### src/rtl/gate_vector_driver.sv
// Self-test initiator: drives 4-bit vectors into the NOR/NAND/OR gate stage and checks responses against a reference.
// Latency: vector k registered k edges after start; its check lands RESP_LAT edges later; done after edge NUM_VECTORS-1+RESP_LAT.
// Backpressure: none, one vector per cycle; start ignored while busy. Optional GATE_VECTOR_ERR_INJECT_EN adds i_inject_err.
module gate_vector_driver #(
  parameter int NUM_VECTORS = 16,
  parameter int IDX_W       = 8,
  parameter int CNT_W       = 8,
  parameter int RESP_LAT    = 2
) (
  input  logic             clk,
  input  logic             rst_n,
  input  logic             i_start,
  input  logic             i_mode,
`ifdef GATE_VECTOR_ERR_INJECT_EN
  input  logic             i_inject_err,
`endif
  output logic             o_drive_in1,
  output logic             o_drive_in2,
  output logic             o_drive_in3,
  output logic             o_drive_in4,
  input  logic             i_resp_out1,
  input  logic             i_resp_out2,
  input  logic             i_resp_out3,
  output logic             o_busy,
  output logic             o_done,
  output logic             o_pass,
  output logic [CNT_W-1:0] o_err_cnt,
  output logic [IDX_W-1:0] o_first_err_idx
);

  typedef enum logic [1:0] {S_IDLE, S_RUN, S_DRAIN, S_DONE} state_t;

  typedef struct packed {
    logic             vld;
    logic [IDX_W-1:0] idx;
    logic [2:0]       exp;
  } chk_t;

  // r_cnt is one bit wider than the index so NUM_VECTORS = 2^IDX_W is representable
  localparam logic [IDX_W:0]   LAST_CNT = (IDX_W+1)'(NUM_VECTORS);
  localparam logic [IDX_W-1:0] LAST_IDX = IDX_W'(NUM_VECTORS - 1);

  state_t           r_state;
  state_t           w_state_nxt;
  logic [IDX_W:0]   r_cnt;
  logic [3:0]       r_lfsr;
  logic             r_mode;
  logic [3:0]       r_drive;
  logic [CNT_W-1:0] r_err_cnt;
  logic [IDX_W-1:0] r_first_err_idx;
  chk_t             r_pipe [RESP_LAT];

  logic             w_start_acc;
  logic             w_issue_run;
  logic             w_issue;
  logic [3:0]       w_vec;
  logic [3:0]       w_lfsr_src;
  logic [3:0]       w_lfsr_nxt;
  logic [2:0]       w_exp;
  logic [IDX_W-1:0] w_cur_idx;
  chk_t             w_chk;
  logic [2:0]       w_resp;
  logic             w_mismatch;
  logic             w_last_chk;
  logic             w_inj;

`ifdef GATE_VECTOR_ERR_INJECT_EN
  assign w_inj = i_inject_err;
`else
  assign w_inj = 1'b0;
`endif

  assign w_start_acc = i_start && ((r_state == S_IDLE) || (r_state == S_DONE));
  assign w_issue_run = (r_state == S_RUN) && (r_cnt != LAST_CNT);
  assign w_issue     = w_start_acc || w_issue_run;

  // The start edge registers vector 0, so the LFSR seed is used directly there
  assign w_lfsr_src = w_start_acc ? 4'b0001 : r_lfsr;
  assign w_lfsr_nxt = {w_lfsr_src[2:0], w_lfsr_src[3] ^ w_lfsr_src[2]};
  assign w_cur_idx  = w_start_acc ? '0 : r_cnt[IDX_W-1:0];

  always_comb begin
    w_vec = 4'b0000;
    if (w_start_acc) begin
      w_vec = i_mode ? 4'b0001 : 4'b0000;
    end else begin
      w_vec = r_mode ? r_lfsr : r_cnt[3:0];
    end
  end

  assign w_exp = {w_vec[2] | w_vec[3], ~(w_vec[1] & w_vec[2]), ~(w_vec[0] | w_vec[1]) ^ w_inj};

  assign w_chk      = r_pipe[RESP_LAT-1];
  assign w_resp     = {i_resp_out3, i_resp_out2, i_resp_out1};
  assign w_mismatch = w_chk.vld && (w_resp != w_chk.exp);
  assign w_last_chk = w_chk.vld && (w_chk.idx == LAST_IDX);

  always_comb begin
    w_state_nxt = r_state;
    case (r_state)
      S_IDLE, S_DONE: begin
        if (w_start_acc) w_state_nxt = S_RUN;
      end
      S_RUN: begin
        // With RESP_LAT=1 the final check coincides with leaving RUN
        if (r_cnt == LAST_CNT) w_state_nxt = w_last_chk ? S_DONE : S_DRAIN;
      end
      S_DRAIN: begin
        if (w_last_chk) w_state_nxt = S_DONE;
      end
      default: w_state_nxt = S_IDLE;
    endcase
  end

  always_ff @(posedge clk or negedge rst_n) begin
    if (!rst_n) begin
      r_state <= S_IDLE;
      r_cnt   <= '0;
      r_lfsr  <= 4'b0001;
      r_mode  <= 1'b0;
      r_drive <= 4'b0000;
    end else begin
      r_state <= w_state_nxt;
      r_drive <= w_issue ? w_vec : 4'b0000;
      if (w_start_acc) begin
        r_cnt  <= (IDX_W+1)'(1);
        r_mode <= i_mode;
      end else if (w_issue_run) begin
        r_cnt <= r_cnt + 1'b1;
      end
      if (w_issue) r_lfsr <= w_lfsr_nxt;
    end
  end

  always_ff @(posedge clk or negedge rst_n) begin
    if (!rst_n) begin
      for (int i = 0; i < RESP_LAT; i++) r_pipe[i] <= '0;
    end else begin
      r_pipe[0] <= '{vld: w_issue, idx: w_cur_idx, exp: w_exp};
      for (int i = 1; i < RESP_LAT; i++) r_pipe[i] <= r_pipe[i-1];
    end
  end

  always_ff @(posedge clk or negedge rst_n) begin
    if (!rst_n) begin
      r_err_cnt       <= '0;
      r_first_err_idx <= '1;
    end else if (w_start_acc) begin
      r_err_cnt       <= '0;
      r_first_err_idx <= '1;
    end else if (w_mismatch) begin
      if (r_err_cnt != '1) r_err_cnt <= r_err_cnt + 1'b1;
      if (r_first_err_idx == '1) r_first_err_idx <= w_chk.idx;
    end
  end

  assign o_drive_in1     = r_drive[0];
  assign o_drive_in2     = r_drive[1];
  assign o_drive_in3     = r_drive[2];
  assign o_drive_in4     = r_drive[3];
  assign o_busy          = (r_state == S_RUN) || (r_state == S_DRAIN);
  assign o_done          = (r_state == S_DONE);
  assign o_pass          = o_done && (r_err_cnt == '0);
  assign o_err_cnt       = r_err_cnt;
  assign o_first_err_idx = r_first_err_idx;

endmodule
### config.mk
export PLATFORM = sky130hd
export DESIGN_NAME = gate_vector_driver
export DESIGN_NICKNAME = d
export VERILOG_FILES = /design/src/rtl/gate_vector_driver.sv
export SDC_FILE = /design/constraint.sdc
export NUM_CORES = 1
export LEC_CHECK = 0
export CORE_MARGIN = 1
export CORE_UTILIZATION = 55
export CTS_CLUSTER_DIAMETER = 60
export DETAILED_ROUTE_END_ITERATION = 7
export GPL_TIMING_DRIVEN = 0
export PLACE_DENSITY = 0.79
export SLEW_MARGIN = 20
export SYNTH_ARGS = -nofsm -noshare
export SYNTH_HDL_FRONTEND = slang
export SYNTH_SLANG_ARGS = --single-unit
### constraint.sdc
create_clock -name clk -period 2 [get_ports clk]
set_input_delay 0.3 -clock clk [delete_from_list [all_inputs] [get_ports clk]]
set_output_delay 0.3 -clock clk [all_outputs]
set_load 0.05 [all_outputs]
==> reports/summary.md, run 1 <==
The compound-cell area share of the yosys netlist was 0.104. After the last flow step, the layout net total stands at 302. The buffers plus inverters on the worst setup path was 1. Ranked by total cell area, the synthesized netlist is headed by dfrtp_1, dfstp_2, nand2_1, ha_1, nand4b_1.

The H-tree was split into 3 levels. Category of the critical setup timing path: reg2out. The post-synthesis simple-gate area fraction is 0.213. Synthesis instantiated 44 different standard cells from the library. The run gives 0.362 as the proportion of power drawn by flip-flops and latches.

In the routed design, unresolved DRC markers number 0. The minimum setup slack after placement is -0.165 ns. The number of endpoints with negative hold slack in the final report was 0. The first global-routing pass estimated 8840 microns of wire.

During placement, the flow inserted port buffers numbering 29. For the maximum number of pins on one net before global-route repair, the log shows 61. The tools report the worst path required time as 1.70 ns. The root buffer cell was clkbuf_8. Clock skew on the completed layout was measured at 0.00563 ns. The logs give 4720 sq um for the area of the placeable core and 262 for the number of nets produced by synthesis.

VDD sags by at most 0.00114 V. By count the netlist is led by dfrtp_1, nand2_1, nor2_1. The die is 72.2 microns tall. In this run, the number of DRC markers left after iteration 0 of detailed routing was 179. The category of the worst setup path launch point was a flop.

The run gives 0.574 as the initial cell density of the core. The post-synthesis adder-cell area fraction was 0.0323. From synthesis to final layout, the design area changed by 21.2%. The setup violation total in the final timing report is 0.

For this run, the slowest stage of the critical path takes 0.86 ns. The post-cts repair resize count is 10, and the sink count of the clock tree is 60. Final weighted congestion in routability-driven placement: 0.841. The run gives 0.438 as the combinational cell fraction of total power. The number of clock buffers added by TritonCTS is 9. The HPWL after detailed placement is 3520 microns. After clock tree synthesis, the flow added hold-fix buffers numbering 0.

In this run the power density over the cells is 1510 nW/um^2. The number of antenna diodes in the final layout is 0. The post-synthesis async set-or-reset flop share came out at 1.00. For the finished layout, the period the worst path requires is 1.98 ns. The part of the Yosys area used for sequential elements is 0.558, and the share of total power in the clock network is 0.200. The final clock period utilization by the worst path is 0.989, and the smallest setup slack after layout is 0.0223 ns. Dividing the synthesized area by the synthesized cell count gives 10.9 sq um. After detailed routing, the number of vias per cell comes to 5.49. The final route contains 1977 vias. Residual overflow from global routing: 0.

Counting flops and latches in the post-synthesis netlist gives 60. The clock slew at the register clock pins of the worst setup and hold paths is 0.06 ns. Along the worst path, the maximum fanout reaches 8. Summed over all nets, the switching power comes to 2.08 mW.

The largest family of logic cells by synthesized area is simple AND/OR/NAND/NOR gates. The area fraction of the dominant cell type after synthesis is 0.471, and the area of the die is 5210 sq um. In this run the worst hold path is classified as in2async.

The flow ran to the end, and the final reports show no timing, DRC or antenna violations. The cell type with the highest aggregate area in the netlist is dfrtp_1. Max-cap violations in this run came to 0.

30 I/O pins were placed. The first TritonRoute pass finished after 4 iterations. The remaining antenna violation count after routing was 0; the headroom to the max-slew limit was 0.518. At the pin with the least slew margin, the transition time is 0.723 ns. The wire length per cell came out at 14.5 microns. The number of max-slew violations in the final report came out at 0. Setup repair after global routing left no endpoint under its margin. For this run, the top clock speed supported by timing is 506 MHz. The static leakage is 1.48 nW. The later pin in the worst-skew pair is clocked with a latency of 0.33 ns. Mux cell area share after synthesis: 0.0305. The global routing usage summed across all routing layers is 0.229, and the initial antenna violation count is 0.

In the synthesized netlist the dominant register cell turns out to be dfrtp_1. The post-synthesis share of cell area spent on xor and xnor gates is 0.0291, and the critical path data arrival time is 1.68 ns. In this run the horizontal extent of the chip is 72.2 microns.

Power consumption: 4.96 mW. Summing every instance area after synthesis gives 2710 sq um. Broken down by cell family, the worst path's largest delay share belongs to buffers and inverters. The ratio of cells with drive above 1 in the final layout is 0.130, and the switching power share of the total is 0.420. In this run, synthesis inferred 0 flip-flops with an integrated enable. Among all stages on the critical path, the largest delay is contributed by clkdlybuf4s50_1.

TritonCTS built the clock tree. The longest clock path from root to sink contains 2 buffers. The kind of end point of the critical path is a primary output.

The internal power came out at 2.88 mW. For the Yosys warning count, the log shows 0. Post-CTS timing repair inserted 0 buffers for setup.

The run gives 25 as the number of rows in the core area. The most frequently used cell type in the post-synthesis netlist was dfrtp_1. Walking the worst path, the cells encountered are clkdlybuf4s50_1.

The logs give 1896 for the via count of the first global-routing pass and 5230 microns for the post-detailed-routing wire length. The cell count after synthesis came out at 248.
-- through the flow --
step / setup TNS (ns) / hold slack (ns) / instances / util / cell area [sq um]
CTS: 0 / 0.0317 / 360 / 0.691 / 3260
floorplan: 0 / 0.00441 / 248 / - / 2710
global route: 0 / 0.0854 / 360 / 0.695 / 3280
finish: 0 / 0.00155 / 360 / 0.695 / 3280
detailed placement: -0.193 / 0.336 / 344 / 0.653 / 3080
global placement: -62.70 / 0.333 / 344 / 0.653 / 3090
-- power by group through the flow --
stage	Clock [mW]	Sequential, mW	Combinational [mW]
4_1_cts	1.02	1.80	2.19
5_1_grt	1.06	1.83	2.36
3_3_place_gp	0	1.81	2.14
3_5_place_dp	0	1.82	2.19
6_report	0.992	1.79	2.18
2_1_floorplan	0	2.10	1.28
-- cells in the final DEF, fill, tap and decap left out, types with 6 or more instances in the layout --
| cell type | synthesis | routed |
|---|---|---|
| a21o_1 | 8 | 8 |
| a21oi_1 | 10 | 10 |
| and2_1 | 7 | 7 |
| clkbuf_1 | 8 | 8 |
| clkbuf_8 | 0 | 12 |
| clkdlybuf4s50_1 | 0 | 16 |
| dfrtp_1 | 51 | 50 |
| dfstp_2 | 9 | 9 |
| dlymetal6s2s_1 | 0 | 9 |
| ha_1 | 7 | 7 |
| inv_1 | 7 | 7 |
| mux2i_1 | 6 | 6 |
| nand2_1 | 26 | 26 |
| nand3_1 | 10 | 10 |
| nand4_1 | 7 | 7 |
| nand4b_1 | 8 | 8 |
| nor2_1 | 18 | 17 |
| nor3_1 | 9 | 9 |
| o21ai_0 | 6 | 6 |
| xnor2_1 | 6 | 6 |
-- metal layers --
layer	GRT usage	part of all wire	vias to the layer above
li1	-	-	966
met1	0.311	0.46	952
met2	0.343	0.47	51
met3	0.0722	0.056	8
met4	0.0937	0.014	0
met5	0	0	-
-- flip-flops by register name, summed over array words and instances (netlist names) --
name and cells:
r_pipe 24, r_cnt 9, o_err_cnt 8, o_first_err_idx 8, r_drive 4, r_lfsr 4, r_state 2, r_mode 1
-- final timing paths --
check / startpoint / endpoint / slack, ns / depth (start not counted)
max: o_err_cnt[2] / o_err_cnt[2] / 0.02 / 1
min: rst_n / o_err_cnt[3] / 0.002 / 1
max reg2reg: r_cnt[1] / r_cnt[6] / 0.15 / 6
min reg2reg: r_pipe[13] / r_pipe[1] / 0.34 / 0
max in group asynchronous: rst_n / r_drive[2] / 1.49 / 1
min in group clk: r_pipe[13] / r_pipe[1] / 0.34 / 0
-- final cells by class --
type                            instances  area [sq um]
Clock inverter                          1          5.00
Fill cell                             386          1440
Inverter                                7          26.3
Multi-Input combinational cell        169          1110
Sequential cell                        60          1510
Clock buffer                           15           176
Buffer                                 12          65.1
Timing Repair Buffer                   29           302
Tap cell                               67          83.8
-- logic make-up (layout without fill, tap and decap cells) --
family / after synthesis / count (layout)
xor gates and xnor gates: 9 / 9
adders and majority gates: 7 / 7
AOI/OAI and AO/OA: 41 / 41
buffers and inverters: 19 / 64
and+or+nand+nor: 104 / 104
muxes: 8 / 8
DFF: 60 / 60
Note: power is estimated with default switching activity, not from simulation.
==> inputs of run 2 (changes only) <==
--- a/config.mk
+++ b/config.mk
@@ -5,6 +5,7 @@
 export SDC_FILE = /design/constraint.sdc
 export NUM_CORES = 1
 export LEC_CHECK = 0
+export CORE_ASPECT_RATIO = 0.8
 export CORE_MARGIN = 1
 export CORE_UTILIZATION = 55
 export CTS_CLUSTER_DIAMETER = 60
==> run 2 against run 1 <==
- first-iteration DRC count is 56% lower
- clock skew grew 0.0022 ns
- via count shrank 1.4%
- largest power group unchanged
==> reports/summary.md, run 2 (same netlist as run 1, synthesis figures left out) <==
At the pin with the least slew margin, the transition time is 0.725 ns. Register ranked first by flip-flop count: r_pipe. The tools report the startpoint of the lowest-slack register-to-register path as r_cnt[0]. Category of the critical setup timing path: reg2out. The kind of end point of the critical path is a primary output. The number of DRC markers in iteration 0 is 79, and the number of instances in the placed design is 337.

After the flow finishes, the layout carries non-filler instances totaling 352. The post-detailed-route via-to-cell ratio is 5.54. TritonCTS built the clock tree. For the number of rows in the core area, the log shows 22. The logs give 5210 sq um for the area of the die and 9 for the total CTS buffers. The H-tree depth came out at 3. The finished cells cover 3260 sq um. The initial cell density of the core came out at 0.582. Post-detailed-placement half-perimeter wirelength: 3560 microns.

The ratio of cells with drive above 1 in the final layout was 0.130; the power per unit of standard cell area was 1490 nW/um^2. In this run the critical register-to-register path is captured at r_cnt[6]. Entering global routing, the biggest net connects 61 pins. Relative to the synthesized area, the layout overhead comes to 20.3%.

The die is 64.8 microns tall. The residual overflow from global routing was 0; the largest stage delay on the critical path was 0.84 ns. Summing internal, switching and leakage power gives 4.86 mW. The wire length per cell works out to 14.8 microns. The tools report the number of top-level design ports as 30.

The repair_antennas step left the layout with diodes totalling 0. At the end of routability-driven placement, the weighted congestion stood at 0.851. The end-of-flow core utilization was 0.701; the worst path required time was 1.70 ns. The logs give 0 for the setup violation total in the final timing report and 1.48 nW for the static leakage. Cell depth of the worst flop-to-flop path: 6. Type of the most critical hold path: in2async.

The top cell family by delay on the critical path was buffers and inverters. The final clock period utilization by the worst path came out at 0.962. For the number of endpoints with negative hold slack in the final report, the log shows 0.

Once placement finished, the instance area stood at 3070 sq um. The routed via count is 1950. Global routing usage summed across all routing layers: 0.236. The flip-flop count of the largest register after layout was 24.

The die is 80.5 microns wide. At the worst endpoint, the arrival time is 1.62 ns. Summed over all layers, the routed wires come to 5190 microns.

The run gives 2 as the maximum clock path buffer count. In the routed design, unresolved DRC markers number 0. Clock tree synthesis found a total of 60 sinks. Max-cap violations in this run came to 0. The initial antenna violation count was 0. The worst setup path is launched from a flop.

During placement, the flow inserted port buffers numbering 29. The root buffer cell is clkbuf_8. The via count of the first global-routing pass is 1866. For this design, the slowest cell found on the critical path is clkdlybuf4s50_1.

The run finished with clean final reports. The maximum resistive drop on vdd is 0.000810 V. Headroom to the max-slew limit: 0.517.

The library cell used most frequently in the layout, excluding fill and tap cells, is dfrtp_1. The run gives 4 as the first-pass iteration count of the detailed router. For flop-to-flop paths, the worst setup slack is 0.15 ns. The run gives 4650 sq um as the area of the placeable core. The tools report the maximum clock frequency as 520 MHz.

The top cell types in the final layout, fill and taps aside, are dfrtp_1, nand2_1, nor2_1, clkdlybuf4s50_1. Hold repair after CTS inserted 0 buffers. For the worst-skew pair, the clock arrives at the later sink with an insertion delay of 0.33 ns. The highest fanout seen on the critical path was 7. The tools report the first-pass GRT wire length as 8970 microns. Walking the worst path, the cells encountered are clkdlybuf4s50_1.

The net count of the finished layout is 301. Setup repair after global routing left no endpoint under its margin. The largest registers in the layout are r_pipe x24, r_cnt x9. Once detail routing completed, the nets flagged for antenna violations numbered 0.

Clock skew: 0.00784 ns. Clock-pin slew was measured on the worst setup and hold paths at 0.06 ns. The final hold slack is 0.0195 ns. The number of max-slew violations in the final report is 0, and the buffers plus inverters on the worst setup path is 1.

The worst path needs 1.92 ns of the cycle, external delays included.
-- run 2: cell count changes in the layout (fill, tap and decap cells not counted) --
cell,before,now
a21boi_2,1,0
a21boi_4,0,1
clkbuf_8,12,10
clkdlybuf4s50_1,16,15
clkinv_2,1,2
dfrtp_1,50,49
dfrtp_2,1,2
dlygate4sd2_1,1,2
-- run 2: per-stage QoR --
stage / worst slack, ns / setup TNS (ns)
finish: 0.0754 / 0
CTS: 0.000578 / 0
global placement: -1.15 / -63.62
detailed placement: -0.167 / -0.231
floorplan: 0.0825 / 0
global route: 0.00253 / 0
-- run 2: how the worst max path moves through the flow --
stage	from	end	slack, ns	cells after the start
2_1_floorplan	o_err_cnt[4]	o_pass	0.08	2
3_3_place_gp	rst_n	r_cnt[7]	-1.15	1
3_5_place_dp	o_err_cnt[4]	o_pass	-0.17	3
4_1_cts	o_first_err_idx[6]	o_first_err_idx[6]	0.0006	1
5_1_grt	o_err_cnt[7]	o_err_cnt[7]	0.003	1
6_report	o_err_cnt[7]	o_err_cnt[7]	0.08	1
-- run 2: power breakdown --
part	internal, mW	switching (mW)
clock network	0.481	0.413
logic	0.756	1.41
registers	1.57	0.228
-- run 2: final cells by class --
cell class	count	area, sq um
plain buffers	11	61.3
clock buffers	14	153
clock inverters	2	10.0
fillers	373	1390
inverters	7	26.3
multi-input cells	169	1120
flip-flops and latches	60	1520
well taps	60	75.1
repair buffers	29	300
-- run 2: per-layer routing --
| layer | wire, microns | share of wire | GRT usage |
|---|---|---|---|
| met1 | 2540 | 0.49 | 0.326 |
| met2 | 2380 | 0.46 | 0.331 |
| met3 | 266 | 0.051 | 0.0873 |
| met4 | 13 | 0.0025 | 0.105 |
| met5 | 0 | 0 | 0 |
-- run 2: repair_timing --
| item | in CTS | in global routing |
|---|---|---|
| gates resized for setup | 13 | 16 |
| buffers inserted | 0 | 0 |
| endpoints found under the setup margin | 5 | 24 |
==> inputs of run 3 (changes only) <==
--- a/config.mk
+++ b/config.mk
@@ -11,7 +11,7 @@
 export CTS_CLUSTER_DIAMETER = 60
 export DETAILED_ROUTE_END_ITERATION = 7
 export GPL_TIMING_DRIVEN = 0
-export PLACE_DENSITY = 0.79
+export PLACE_DENSITY = 0.78
 export SLEW_MARGIN = 20
 export SYNTH_ARGS = -nofsm -noshare
 export SYNTH_HDL_FRONTEND = slang
==> run 3 against run 2 <==
- die area stayed put
- global-route usage is 0.074 points higher
- setup slack worse by 0.032 ns
- hold slack worse by 0.0043 ns
- design area is 0.27% higher
- first-iteration DRC count is 32% higher
- clock-buffer cell count stayed put
- critical endpoint is now o_first_err_idx[5]
- largest power group unchanged
==> reports/summary.md, run 3 (same netlist as run 1, synthesis figures left out) <==
Data on the critical path arrives at its endpoint at 1.66 ns. For the clock network latency to the later pin of the worst-skew pair, the log shows 0.33 ns. The first-pass iteration count of the detailed router came out at 4.

Setup repair after global routing left no endpoint under its margin. The number of setup buffers added after CTS is 0. The run finished with clean final reports. The run gives 0.863 as the final weighted congestion in routability-driven placement. The buffers plus inverters on the worst setup path works out to 1. In this run, the number of DRC markers left after iteration 0 of detailed routing was 104. Across all setup checks in the final design, the least slack found is 0.0433 ns.

Across the run, the number of max-cap violations was 0. The count of buffers added on input and output ports is 29. STA classifies the critical path endpoint as a primary output. The number of hold buffers added after CTS is 0, and the final hold slack is 0.0152 ns.

The total overflow left after global routing is 0. The area growth from synthesis to layout is 20.6%. The initial cell density of the core is 0.582. Area of the placeable core: 4650 sq um. For the pin with the worst max-slew slack, the measured transition is 0.720 ns.

The longest clock path from root to sink contains 2 buffers. Buffers inserted during clock tree synthesis total 9. The initialized floorplan defines 22 standard-cell rows. Ratio of cells with drive above 1 in the final layout: 0.130.

After detailed routing, the number of remaining DRC violations is 0. Setup violations remaining at the end of the flow were counted as 0. The number of instances in the placed design is 337. The width of the chip came out at 80.5 microns. The root buffer cell was clkbuf_8. The clock period could shrink to 1.96 ns.

TritonCTS built the clock tree. Category of the critical setup timing path: reg2out. Measured along the y axis, the die boundary spans 64.8 microns. After routing the design area is 3270 sq um. The run gives 3070 sq um as the cell area after placement.

The first-pass GRT wire length came out at 9000 microns. The top cell family by delay on the critical path was buffers and inverters. The finished layout holds 352 standard cells, fillers aside.

Wire length per cell: 14.9 microns. The repair_antennas step left the layout with diodes totalling 0. The final clock period utilization by the worst path was 0.978. The highest fanout seen on the critical path was 3; the static leakage was 1.51 nW. The largest individual stage delay along the critical path comes from the cell clkdlybuf4s50_1. The tree built by TritonCTS fans out to 60 sinks. The design draws 4.89 mW. The largest registers in the layout are r_pipe x24, r_cnt x9. For the number of max-slew violations in the final report, the log shows 0. The logs give 0.00574 ns for the clock skew and 511 MHz for the maximum clock frequency. The logs give 0.237 for the global routing usage summed across all routing layers and 3 for the H-tree depth. 30 I/O pins were placed.

The remaining antenna violation count after routing came out at 0. Entering global routing, the biggest net connects 61 pins. The register with the most flip-flops in the layout has 24 of them. Type of the most critical hold path: in2async. Dividing the detail-routed via count by the number of cells gives 5.70. The die covers 5210 sq um. Leaving out fill and tap cells, the most frequent cell in the layout is dfrtp_1.

The final route contains 2005 vias. After clock tree synthesis, the clock-pin slew on the worst setup and hold paths is 0.06 ns. The worst-case IR drop observed on VDD is 0.000827 V. The initial antenna violation count is 0, and the largest stage delay on the critical path is 0.79 ns.

Walking the worst path, the cells encountered are clkdlybuf4s50_1. At the end of the flow, the number of nets in the layout was 301. After filler insertion, the fill cell instance count of the layout stands at 355. The category of the worst setup path launch point is a flop. STA puts the critical path data required time at 1.70 ns.

The headroom to the max-slew limit is 0.520, and the number of endpoints with negative hold slack in the final report is 0. Once detailed placement completed, the half-perimeter wirelength came to 3620 microns. The register ranked first by flip-flop count is r_pipe. The via count of the first global-routing pass came out at 1870. In this run the power density over the cells is 1500 nW/um^2. The minimum setup slack after placement was -0.167 ns; the post-detailed-routing wire length was 5230 microns. The library cells used most frequently in the layout, excluding fill and tap cells, are dfrtp_1, nand2_1, nor2_1, clkdlybuf4s50_1, clkbuf_8.
## run 3: changes by cell type in the layout (fill, tap and decap cells not counted), sizes merged
cell | before | now
dlygate4sd2 | 2 | 1
dlymetal6s2s | 9 | 10
## run 3: final timing paths
| path | to | from | slack, ns | depth (start not counted) |
|---|---|---|---|---|
| worst max-delay path | o_first_err_idx[5] | o_first_err_idx[5] | 0.04 | 1 |
| worst max register to register | r_cnt[6] | r_cnt[1] | 0.12 | 6 |
| min in group clk | r_pipe[8] | r_pipe[20] | 0.34 | 0 |
| worst min register to register | r_pipe[8] | r_pipe[20] | 0.34 | 0 |
| max in group asynchronous | o_err_cnt[4] | rst_n | 1.49 | 1 |
| worst min-delay path | o_err_cnt[3] | rst_n | 0.02 | 1 |
## run 3: cell type report
cell class              instances  area, sq um  area share
repair buffers                 29          308      0.0942
well taps                      60         75.1      0.0230
multi-input cells             169         1110       0.340
clock inverters                 2         10.0     0.00306
inverters                       7         26.3     0.00804
flip-flops and latches         60         1510       0.463
plain buffers                  11         61.3      0.0188
clock buffers                  14          163      0.0498
## run 3: per-layer routing
metal / routed length, microns / share of wire / GRT usage
met1: 2390 / 0.46 / 0.320
met2: 2540 / 0.48 / 0.357
met3: 251 / 0.048 / 0.0690
met4: 57 / 0.011 / 0.0982
met5: 0 / 0 / 0
## run 3: power by group
group / switching, mW / internal, mW / leakage [nW]
Combinational: 1.39 / 0.759 / 0.655
Clock: 0.425 / 0.514 / 0.0905
Sequential: 0.233 / 1.57 / 0.761
## run 3: what timing repair did
| action | in CTS | in global routing |
|---|---|---|
| setup endpoints to repair | 4 | 33 |
| gates resized for setup | 11 | 18 |
| cloned | 0 | 0 |
## run 3: through the flow
stage | util | setup TNS [ns]
after global routing | 0.703 | 0
after global placement | 0.661 | -64.15
after CTS | 0.698 | 0
final | 0.703 | 0
after detailed placement | 0.661 | -0.263
after floorplan | - | 0
